File: src/rtl/kse_jtag_req_responder.sv
// Responder end of the KSE3 JTAG TDR request/response channel.
// Takes one request per valid/ready handshake, runs a single-word AHB-Lite
// transfer or a KSE3 command, returns a response and tracks JTAG access mode.

package kse3_jtag_pkg;
  typedef struct packed {
    logic        ahb_valid;
    logic        enter_jtag_access_mode;
    logic        init_kse3_adac_itf;
    logic        ahb_hwrite;
    logic [31:0] ahb_haddr;
    logic [31:0] ahb_hwdata;
  } kse3_jtag_req_t;

  typedef struct packed {
    logic [31:0] ahb_hrdata;
    logic        ahb_error;
    logic        kse_error;
    logic        cmd_ignored;
  } kse3_jtag_resp_t;
endpackage

// Handshake: a request is taken in IDLE when i_tdr_valid is high. The
// response is offered with o_tdr_ready high in RESP and the transaction
// completes on the cycle where i_tdr_valid & o_tdr_ready are both high;
// valid seen in any other state is ignored.
module kse_jtag_req_responder
  import kse3_jtag_pkg::*;
#(
  parameter int unsigned TimeoutCycles = 1024
) (
  input  logic            i_clk,
  input  logic            i_rst_n,
  input  logic            i_tdr_valid,
  input  kse3_jtag_req_t  i_kse3_jtag_req,
  output logic            o_tdr_ready,
  output kse3_jtag_resp_t o_kse3_jtag_resp,
  output logic            o_kse_cmd_valid,
  output logic            o_kse_cmd_init,
  input  logic            i_kse_cmd_done,
  input  logic            i_kse_cmd_error,
  input  logic            i_jtag_lock,
  output logic            o_jtag_access_mode,
  output logic [31:0]     o_haddr,
  output logic [1:0]      o_htrans,
  output logic            o_hwrite,
  output logic [2:0]      o_hsize,
  output logic [31:0]     o_hwdata,
  input  logic            i_hready,
  input  logic            i_hresp,
  input  logic [31:0]     i_hrdata
);

  localparam int unsigned CntW = (TimeoutCycles == 0) ? 1 : $clog2(TimeoutCycles + 1);
  localparam logic [CntW-1:0] CntMax = CntW'(TimeoutCycles);
  localparam logic [1:0] HtransIdle   = 2'b00;
  localparam logic [1:0] HtransNonseq = 2'b10;

  typedef enum logic [2:0] {
    ST_IDLE     = 3'd0,
    ST_KSE_CMD  = 3'd1,
    ST_AHB_ADDR = 3'd2,
    ST_AHB_DATA = 3'd3,
    ST_RESP     = 3'd4
  } state_e;

  state_e          state_q, state_d;
  kse3_jtag_resp_t resp_q, resp_d;
  logic            ready_q, ready_d;
  logic            cmd_valid_q, cmd_valid_d;
  logic            cmd_init_q, cmd_init_d;
  logic            access_q, access_d;
  logic [1:0]      htrans_q, htrans_d;
  logic [31:0]     haddr_q, haddr_d;
  logic            hwrite_q, hwrite_d;
  logic [31:0]     hwdata_q, hwdata_d;
  logic [31:0]     wdata_q, wdata_d;
  logic [CntW-1:0] cnt_q, cnt_d;

  logic [2:0]      cmd_bits;
  logic            cmd_onehot;
  logic            req_ignored;
  logic            timeout_hit;
  logic [CntW-1:0] cnt_inc;

  // Request classification and timeout detection.
  always_comb begin
    cmd_bits    = {i_kse3_jtag_req.ahb_valid,
                   i_kse3_jtag_req.enter_jtag_access_mode,
                   i_kse3_jtag_req.init_kse3_adac_itf};
    cmd_onehot  = (cmd_bits == 3'b100) || (cmd_bits == 3'b010) || (cmd_bits == 3'b001);
    req_ignored = !cmd_onehot || i_jtag_lock ||
                  (i_kse3_jtag_req.ahb_valid && !access_q) ||
                  (i_kse3_jtag_req.ahb_valid && (i_kse3_jtag_req.ahb_haddr[1:0] != 2'b00));
    timeout_hit = (TimeoutCycles != 0) && (cnt_q == CntMax);
    cnt_inc     = (cnt_q == CntMax) ? cnt_q : cnt_q + CntW'(1);
  end

  // Next-state and registered-output logic.
  always_comb begin
    state_d     = state_q;
    resp_d      = resp_q;
    ready_d     = ready_q;
    cmd_valid_d = cmd_valid_q;
    cmd_init_d  = cmd_init_q;
    htrans_d    = htrans_q;
    haddr_d     = haddr_q;
    hwrite_d    = hwrite_q;
    hwdata_d    = hwdata_q;
    wdata_d     = wdata_q;
    cnt_d       = cnt_q;
    access_d    = access_q;

    case (state_q)
      ST_IDLE: begin
        if (i_tdr_valid) begin
          if (req_ignored) begin
            resp_d.cmd_ignored = 1'b1;
            ready_d            = 1'b1;
            state_d            = ST_RESP;
          end else if (i_kse3_jtag_req.ahb_valid) begin
            htrans_d = HtransNonseq;
            haddr_d  = i_kse3_jtag_req.ahb_haddr;
            hwrite_d = i_kse3_jtag_req.ahb_hwrite;
            wdata_d  = i_kse3_jtag_req.ahb_hwdata;
            cnt_d    = '0;
            state_d  = ST_AHB_ADDR;
          end else begin
            cmd_valid_d = 1'b1;
            cmd_init_d  = i_kse3_jtag_req.init_kse3_adac_itf;
            state_d     = ST_KSE_CMD;
          end
        end
      end

      ST_KSE_CMD: begin
        if (i_kse_cmd_done) begin
          cmd_valid_d      = 1'b0;
          cmd_init_d       = 1'b0;
          resp_d.kse_error = i_kse_cmd_error;
          ready_d          = 1'b1;
          state_d          = ST_RESP;
        end
      end

      ST_AHB_ADDR: begin
        if (i_hready) begin
          htrans_d = HtransIdle;
          hwdata_d = hwrite_q ? wdata_q : 32'h0;
          cnt_d    = cnt_inc;
          state_d  = ST_AHB_DATA;
        end else if (timeout_hit) begin
          htrans_d         = HtransIdle;
          resp_d.ahb_error = 1'b1;
          ready_d          = 1'b1;
          state_d          = ST_RESP;
        end else begin
          cnt_d = cnt_inc;
        end
      end

      ST_AHB_DATA: begin
        if (i_hready) begin
          resp_d.ahb_hrdata = hwrite_q ? 32'h0 : i_hrdata;
          resp_d.ahb_error  = i_hresp;
          hwdata_d          = 32'h0;
          ready_d           = 1'b1;
          state_d           = ST_RESP;
        end else if (timeout_hit) begin
          resp_d.ahb_error = 1'b1;
          hwdata_d         = 32'h0;
          ready_d          = 1'b1;
          state_d          = ST_RESP;
        end else begin
          cnt_d = cnt_inc;
        end
      end

      ST_RESP: begin
        // Response held until the upstream side takes it; cleared on exit.
        if (i_tdr_valid) begin
          ready_d = 1'b0;
          resp_d  = '0;
          state_d = ST_IDLE;
        end
      end

      default: begin
        ready_d     = 1'b0;
        resp_d      = '0;
        cmd_valid_d = 1'b0;
        htrans_d    = HtransIdle;
        state_d     = ST_IDLE;
      end
    endcase

    // Lock wins over a successful enter completing in the same cycle.
    if (i_jtag_lock) begin
      access_d = 1'b0;
    end else if ((state_q == ST_KSE_CMD) && i_kse_cmd_done &&
                 !i_kse_cmd_error && !cmd_init_q) begin
      access_d = 1'b1;
    end
  end

  // State and output registers.
  always_ff @(posedge i_clk or negedge i_rst_n) begin
    if (!i_rst_n) begin
      state_q     <= ST_IDLE;
      resp_q      <= '0;
      ready_q     <= 1'b0;
      cmd_valid_q <= 1'b0;
      cmd_init_q  <= 1'b0;
      access_q    <= 1'b0;
      htrans_q    <= HtransIdle;
      haddr_q     <= 32'h0;
      hwrite_q    <= 1'b0;
      hwdata_q    <= 32'h0;
      wdata_q     <= 32'h0;
      cnt_q       <= '0;
    end else begin
      state_q     <= state_d;
      resp_q      <= resp_d;
      ready_q     <= ready_d;
      cmd_valid_q <= cmd_valid_d;
      cmd_init_q  <= cmd_init_d;
      access_q    <= access_d;
      htrans_q    <= htrans_d;
      haddr_q     <= haddr_d;
      hwrite_q    <= hwrite_d;
      hwdata_q    <= hwdata_d;
      wdata_q     <= wdata_d;
      cnt_q       <= cnt_d;
    end
  end

  assign o_tdr_ready        = ready_q;
  assign o_kse3_jtag_resp   = resp_q;
  assign o_kse_cmd_valid    = cmd_valid_q;
  assign o_kse_cmd_init     = cmd_init_q;
  assign o_jtag_access_mode = access_q;
  assign o_htrans           = htrans_q;
  assign o_haddr            = haddr_q;
  assign o_hwrite           = hwrite_q;
  assign o_hsize            = 3'b010;
  assign o_hwdata           = hwdata_q;

endmodule

File: config.mk
export PLATFORM = sky130hd
export DESIGN_NAME = kse_jtag_req_responder
export DESIGN_NICKNAME = d
export VERILOG_FILES = /design/src/rtl/kse_jtag_req_responder.sv
export SDC_FILE = /design/constraint.sdc
export NUM_CORES = 1
export LEC_CHECK = 0
export ABC_AREA = 1
export BUFFER_PORTS_ARGS = -buffer_cell sky130_fd_sc_hd__buf_2
export CAP_MARGIN = 20
export CELL_PAD_IN_SITES_DETAIL_PLACEMENT = 1
export CELL_PAD_IN_SITES_GLOBAL_PLACEMENT = 1
export CORE_MARGIN = 4
export CORE_UTILIZATION = 38
export CTS_BUF_LIST = sky130_fd_sc_hd__clkbuf_2
export DETAILED_ROUTE_END_ITERATION = 12
export GPL_TIMING_DRIVEN = 0
export PLACE_DENSITY_LB_ADDON = 0.3
export SYNTH_ARGS = -nofsm -noshare
export SYNTH_HDL_FRONTEND = slang
export SYNTH_SLANG_ARGS = --single-unit
export TNS_END_PERCENT = 10
File: constraint.sdc
create_clock -name i_clk -period 1.9 [get_ports i_clk]
set_clock_uncertainty 0.15 [all_clocks]
set_input_delay 0.285 -clock i_clk [delete_from_list [all_inputs] [get_ports i_clk]]
set_output_delay 0.285 -clock i_clk [all_outputs]
set_load 0.01 [all_outputs]
### Word-level counts from Yosys, hierarchy flattened

Cells that the tools add are included.

* flip-flop bits (word level): 152
* input bits: 108
* output and inout port bits: 109
* word-level logic and storage cells: 140

* add/subtract/negate cells: 1
* equal/unequal tests: 21
* muxes and demuxes: 58
* bitwise gates (word level): 7
* reduce and logical (&&, ||, !) cells: 38

Operators by type and width (count)
* $mux W32: 6
* $pmux W32 S3: 1
* $mux W11: 7
* $pmux W32 S2: 1
* $mux W35: 1
* $pmux W11 S3: 1
* $reduce_and A5 Y1: 5
* $ne A2 B2 Y1 const B: 11
* $mux W3: 7
* $mux W1: 20
* $pmux W3 S5: 1
* $reduce_and A3 Y1: 5
* $reduce_or A3 Y1: 5
* $mux W2: 6
* $add A11 B1 Y11 const B: 1
* $eq A11 B11 Y1 const B: 1
* $eq A3 B2 Y1 const B: 3
* $pmux W1 S3: 3
* $reduce_and A4 Y1: 2
* $reduce_bool A2 Y1: 4
* $not A1 Y1: 7
* $eq A3 B1 Y1 const B: 2
* $eq A3 B3 Y1 const B: 2
* $ne A3 B3 Y1 const B: 2
* 10 further kinds: 21

### Logic depth before layout (Yosys ltp)

* depth in word-level cells: 10
* mapped depth: 11
* gate-level depth less buffers: 10

### Worst setup path after synthesis

OpenSTA, ideal clock, no wires.

* kind: reg2reg
* from: register cnt_q[0]
* to: register hwdata_q[25], in the netlist o_hwdata[25]
* setup time: 0.126 ns
* arrival time: 1.483 ns
* required time: 1.624 ns
* path slack: 0.141 ns
* cell stages (with the launch flop): 10
* path buffers: 1
* period minus slack after synthesis: 1.759 ns
* cell sequence: dfrtp_1 -> inv_1 -> ha_1 -> nand2_1 -> nor2_1 -> nand2_1 -> nand2_1 -> a21oi_4 -> buf_2 -> o21ai_0

* cells in the longest elaborated chain, start to end: 3

Ends and longest elaborated chain
* from (decl): line 78 `logic [CntW-1:0] cnt_q, cnt_d;`
* from (signal assigned): line 233 `cnt_q <= cnt_d;`
* $eq A11 B11 Y1: line 95 `timeout_hit = (TimeoutCycles != 0) && (cnt_q == CntMax);`
* $ne A3 B3 Y1 (no line)
* $reduce_and A3 Y1 (no line)
* to (signal assigned): line 231 `hwdata_q <= hwdata_d;`
* to (decl): line 76 `logic [31:0] hwdata_q, hwdata_d;`

No other way between the ends.
A chain may end at the register's enable or synchronous reset.

### Worst setup path after layout

* from: register access_q, in the netlist o_jtag_access_mode
* to: register haddr_q[27], in the netlist o_haddr[27]

* cells in the longest elaborated chain, start to end: 6

Ends and longest elaborated chain
* from (decl): line 72 `logic access_q, access_d;`
* from (signal assigned): line 227 `access_q <= access_d;`
* $logic_not A1 Y1: line 93 `(i_kse3_jtag_req.ahb_valid && !access_q) ||`
* $logic_and A1 B1 Y1: line 93
* $logic_or A1 B1 Y1: line 92 `req_ignored = !cmd_onehot || i_jtag_lock ||`
* $logic_or A1 B1 Y1: line 93
* $not A1 Y1 (no line)
* $reduce_and A4 Y1 (no line)
* to (signal assigned): line 229 `haddr_q <= haddr_d;`
* to (decl): line 74 `logic [31:0] haddr_q, haddr_d;`

No other way between the ends.

==> results.cfg <==
[clock_tree]
insertion_delay_ns = 0.73
clkTransAtPathRegs_ns = 0.24
clockRootBuffer = clkbuf_2
tritoncts = built
htreeDepth = 4
clock_path_buffers = 2
clkSinkCount = 151
cts_buffers = 17

[grt]
grt_pass1_wl_um = 40920
grt_pass1_vias = 7767
grtUsageMet1_pct = 30.94
grt_overflow_total = 0
grt_usage_pct = 25.59
grtUsageMet2_pct = 43.55
grt_max_degree = 90
grt_busiest_layer = met2
grt_antenna_before_repair = 4
use_met3_pct = 5.141

[synthesis]
async_flop_share_pct = 100.0
ys_top_cells_by_area = dfrtp_1, nand2_1, nand4_1, o21ai_1, buf_2
yosysWarnings = 0
netlist.area_leader.share_pct = 55.32
synth_top_area_cell = dfrtp_1
synth.distinct_cells = 28
synth-seq-cells = 151
yosysSeqAreaShare_pct = 55.32
synth_edf_count = 0
avgSynthCellArea_um2 = 8.412
synth_area_um2 = 6830
ys.flop_type = dfrtp_1
synthCells = 812

[critical_path]
start_kind = register
path_delay_family = simple AND/OR/NAND/NOR gates
critical_path_class = reg -> reg
ff2ff_setup_slack_ns = 0.02
r2r-end = o_haddr[27]
cp.required_ns = 2.37
crit_buf_inv = 3
cp-end-kind = register
reg2regPathDepth = 11
crit_slowest_cell = dfrtp_1
path_max_fanout = 6
critical_path_arrival_ns = 2.35
path_cells = inv_2, nor2_4, nand2_2, nand2_2, nand3_4, nor2_4, nand3_4, buf_12, clkbuf_16, nand2_1, nand2_1
reg2reg_from = o_jtag_access_mode
max_stage_delay_ns = 0.43

[floorplanning]
die_y_um = 142.1
core_area_um2 = 17480
num_rows = 48
fp.dieW_um = 142.1
die_area_um2 = 20180
start_util_pct = 39.08
io_pins = 217

[placement]
port_buffers = 211
place_congestion = 0.8644
dp_hpwl_um = 16070
dpl_cell_area_um2 = 8209

[pwr]
combPwrFrac_pct = 36.7
netSwitchingFraction_pct = 39.51
p_leak_uw = 0.005197
power.share.clock_pct = 18.4
powerDensity_nw_per_um2 = 1061
p_int_uw = 6387
peakVddDrop_mv = 0.5122
power_uw = 10560
p_seq_share_pct = 44.8
p_switching_uw = 4172

[finish]
stdcell_area_um2 = 9953
syn_to_final_growth_pct = 45.72
final_common_cell = nand2_1
regArea_um2 = 3784
drive_above_1_share_pct = 30.57
final_core_util_pct = 56.95
mostFrequentLayoutCells = nand2_1, buf_2, dfrtp_1
nNetsFinal = 1279
multiInputGateArea_um2 = 2753
nFillCells = 2135

[flow_run]
maxCapViolCount = 0

[sta]
setup_viol = 0
finalMaxSlewViolations = 0
tightest_slew_ns = 0.6371
final_hold_viol_count = 0
fmax_mhz = 532.2
period_minus_slack_ns = 1.879
relSlewSlack_pct = 57.53
rsz0062_at_grt = yes
setup_tns_ns = 0
finalCritPeriodShare_pct = 98.89

[outcome]
status = complete, no violations

[route]
vias = 7118
firstDrtPassIters = 5
totalWireLength_um = 25950
vias_per_cell = 5.041
wire_per_inst_um = 18.38
ant_nets = 0
remaining_drc_errors = 0
drt_iter0_drc = 302

[min_path]
hp-start = i_hrdata[27]
hold_class = in -> reg
hold_end = o_kse3_jtag_resp[30]
whs_path_depth = 4
-- power by group through the flow --
stage | logic (uW) | registers [uW] | clock network (uW)
finish | 3880 | 4740 | 1950
global route | 4300 | 4860 | 2140
CTS | 3650 | 4680 | 1980
detailed placement | 3370 | 4750 | 0
global placement | 3280 | 4700 | 0
floorplan | 1590 | 4980 | 0
-- final cells by class --
cell class	instances	area share, %
Antenna cell	6	0.1508
Buffer	53	3.960
Clock buffer	18	0.9051
Clock inverter	13	1.559
Inverter	36	1.358
Multi-Input combinational cell	574	27.66
Sequential cell	151	38.01
Tap cell	225	2.828
Timing Repair Buffer	336	23.57
-- worst max-delay path by stage --
stage / startpoint / end / depth (start not counted)
detailed placement: cnt_q[0] / o_hwdata[30] / 9
global route: o_jtag_access_mode / wdata_q[28] / 11
global placement: i_rst_n / o_kse3_jtag_resp[19] / 1
floorplan: cnt_q[0] / o_hwdata[25] / 9
CTS: state_q[1] / o_hwdata[11] / 8
finish: o_jtag_access_mode / o_haddr[27] / 11
-- per-layer routing --
layer / up-vias / share of wire (%)
met4: 0 / 4.2
met1: 3474 / 41
met5: - / 0
li1: 3361 / -
met3: 67 / 4.9
met2: 216 / 50
-- through the flow --
step | setup WS [ns] | std cells | hold slack, ns
after floorplan | 0.1410 | 814 | -0.1606
after detailed placement | -0.3207 | 1251 | 0.1695
after CTS | 0.005048 | 1396 | 0.08599
final | 0.02116 | 1412 | 0.1583
after global routing | -0.08095 | 1410 | 0.09770
after global placement | -1.966 | 1250 | 0.2998
-- timing repair --
action	in CTS	in global routing
cloned	0	2
pin swaps	3	5
endpoints found under the setup margin	133	143
endpoints found under the hold margin	268	0
resized for setup	16	65
hold buffers	109	0
buffers inserted	5	8
-- Yosys cell counts, types with 3 or more instances --
library cell / n
a21oi_1: 9
buf_2: 26
buf_4: 13
buf_6: 6
clkbuf_1: 8
dfrtp_1: 151
inv_1: 32
inv_2: 4
nand2_1: 346
nand3_1: 23
nand4_1: 68
nor2_1: 21
nor2_2: 7
nor2_4: 4
nor3_1: 3
o21ai_0: 23
o21ai_1: 51
xor2_1: 4
-- registers in the layout (all words and copies together) (netlist names) --
register and flops:
state_q 3, wdata_q 32, o_hwrite 1, o_jtag_access_mode 1, o_kse_cmd_valid 1, o_haddr 32, o_hwdata 32, o_kse_cmd_init 1
cnt_q 11, o_htrans 1, o_tdr_ready 1, o_kse3_jtag_resp 35
-- kinds of logic (layout without fill, tap and decap cells) --
logic type	after synthesis	count (layout)	share of synthesized area, %
flip-flops	151	151	55.32
other	2	10	0.1100
XOR/XNOR	4	4	0.5129
AO/OA/AOI/OAI	88	88	6.796
buffers and inverters	89	456	6.741
adder cells (fa/ha/maj)	2	2	0.3663
AND/OR/NAND/NOR	476	476	30.15
-- worst min-delay path: stages --
cell and delay (ns):
dlygate4sd3_1 0.52, buf_2 0.12, nand2_1 0.05, o21ai_1 0.06
Power figures use the tool's default switching activity.
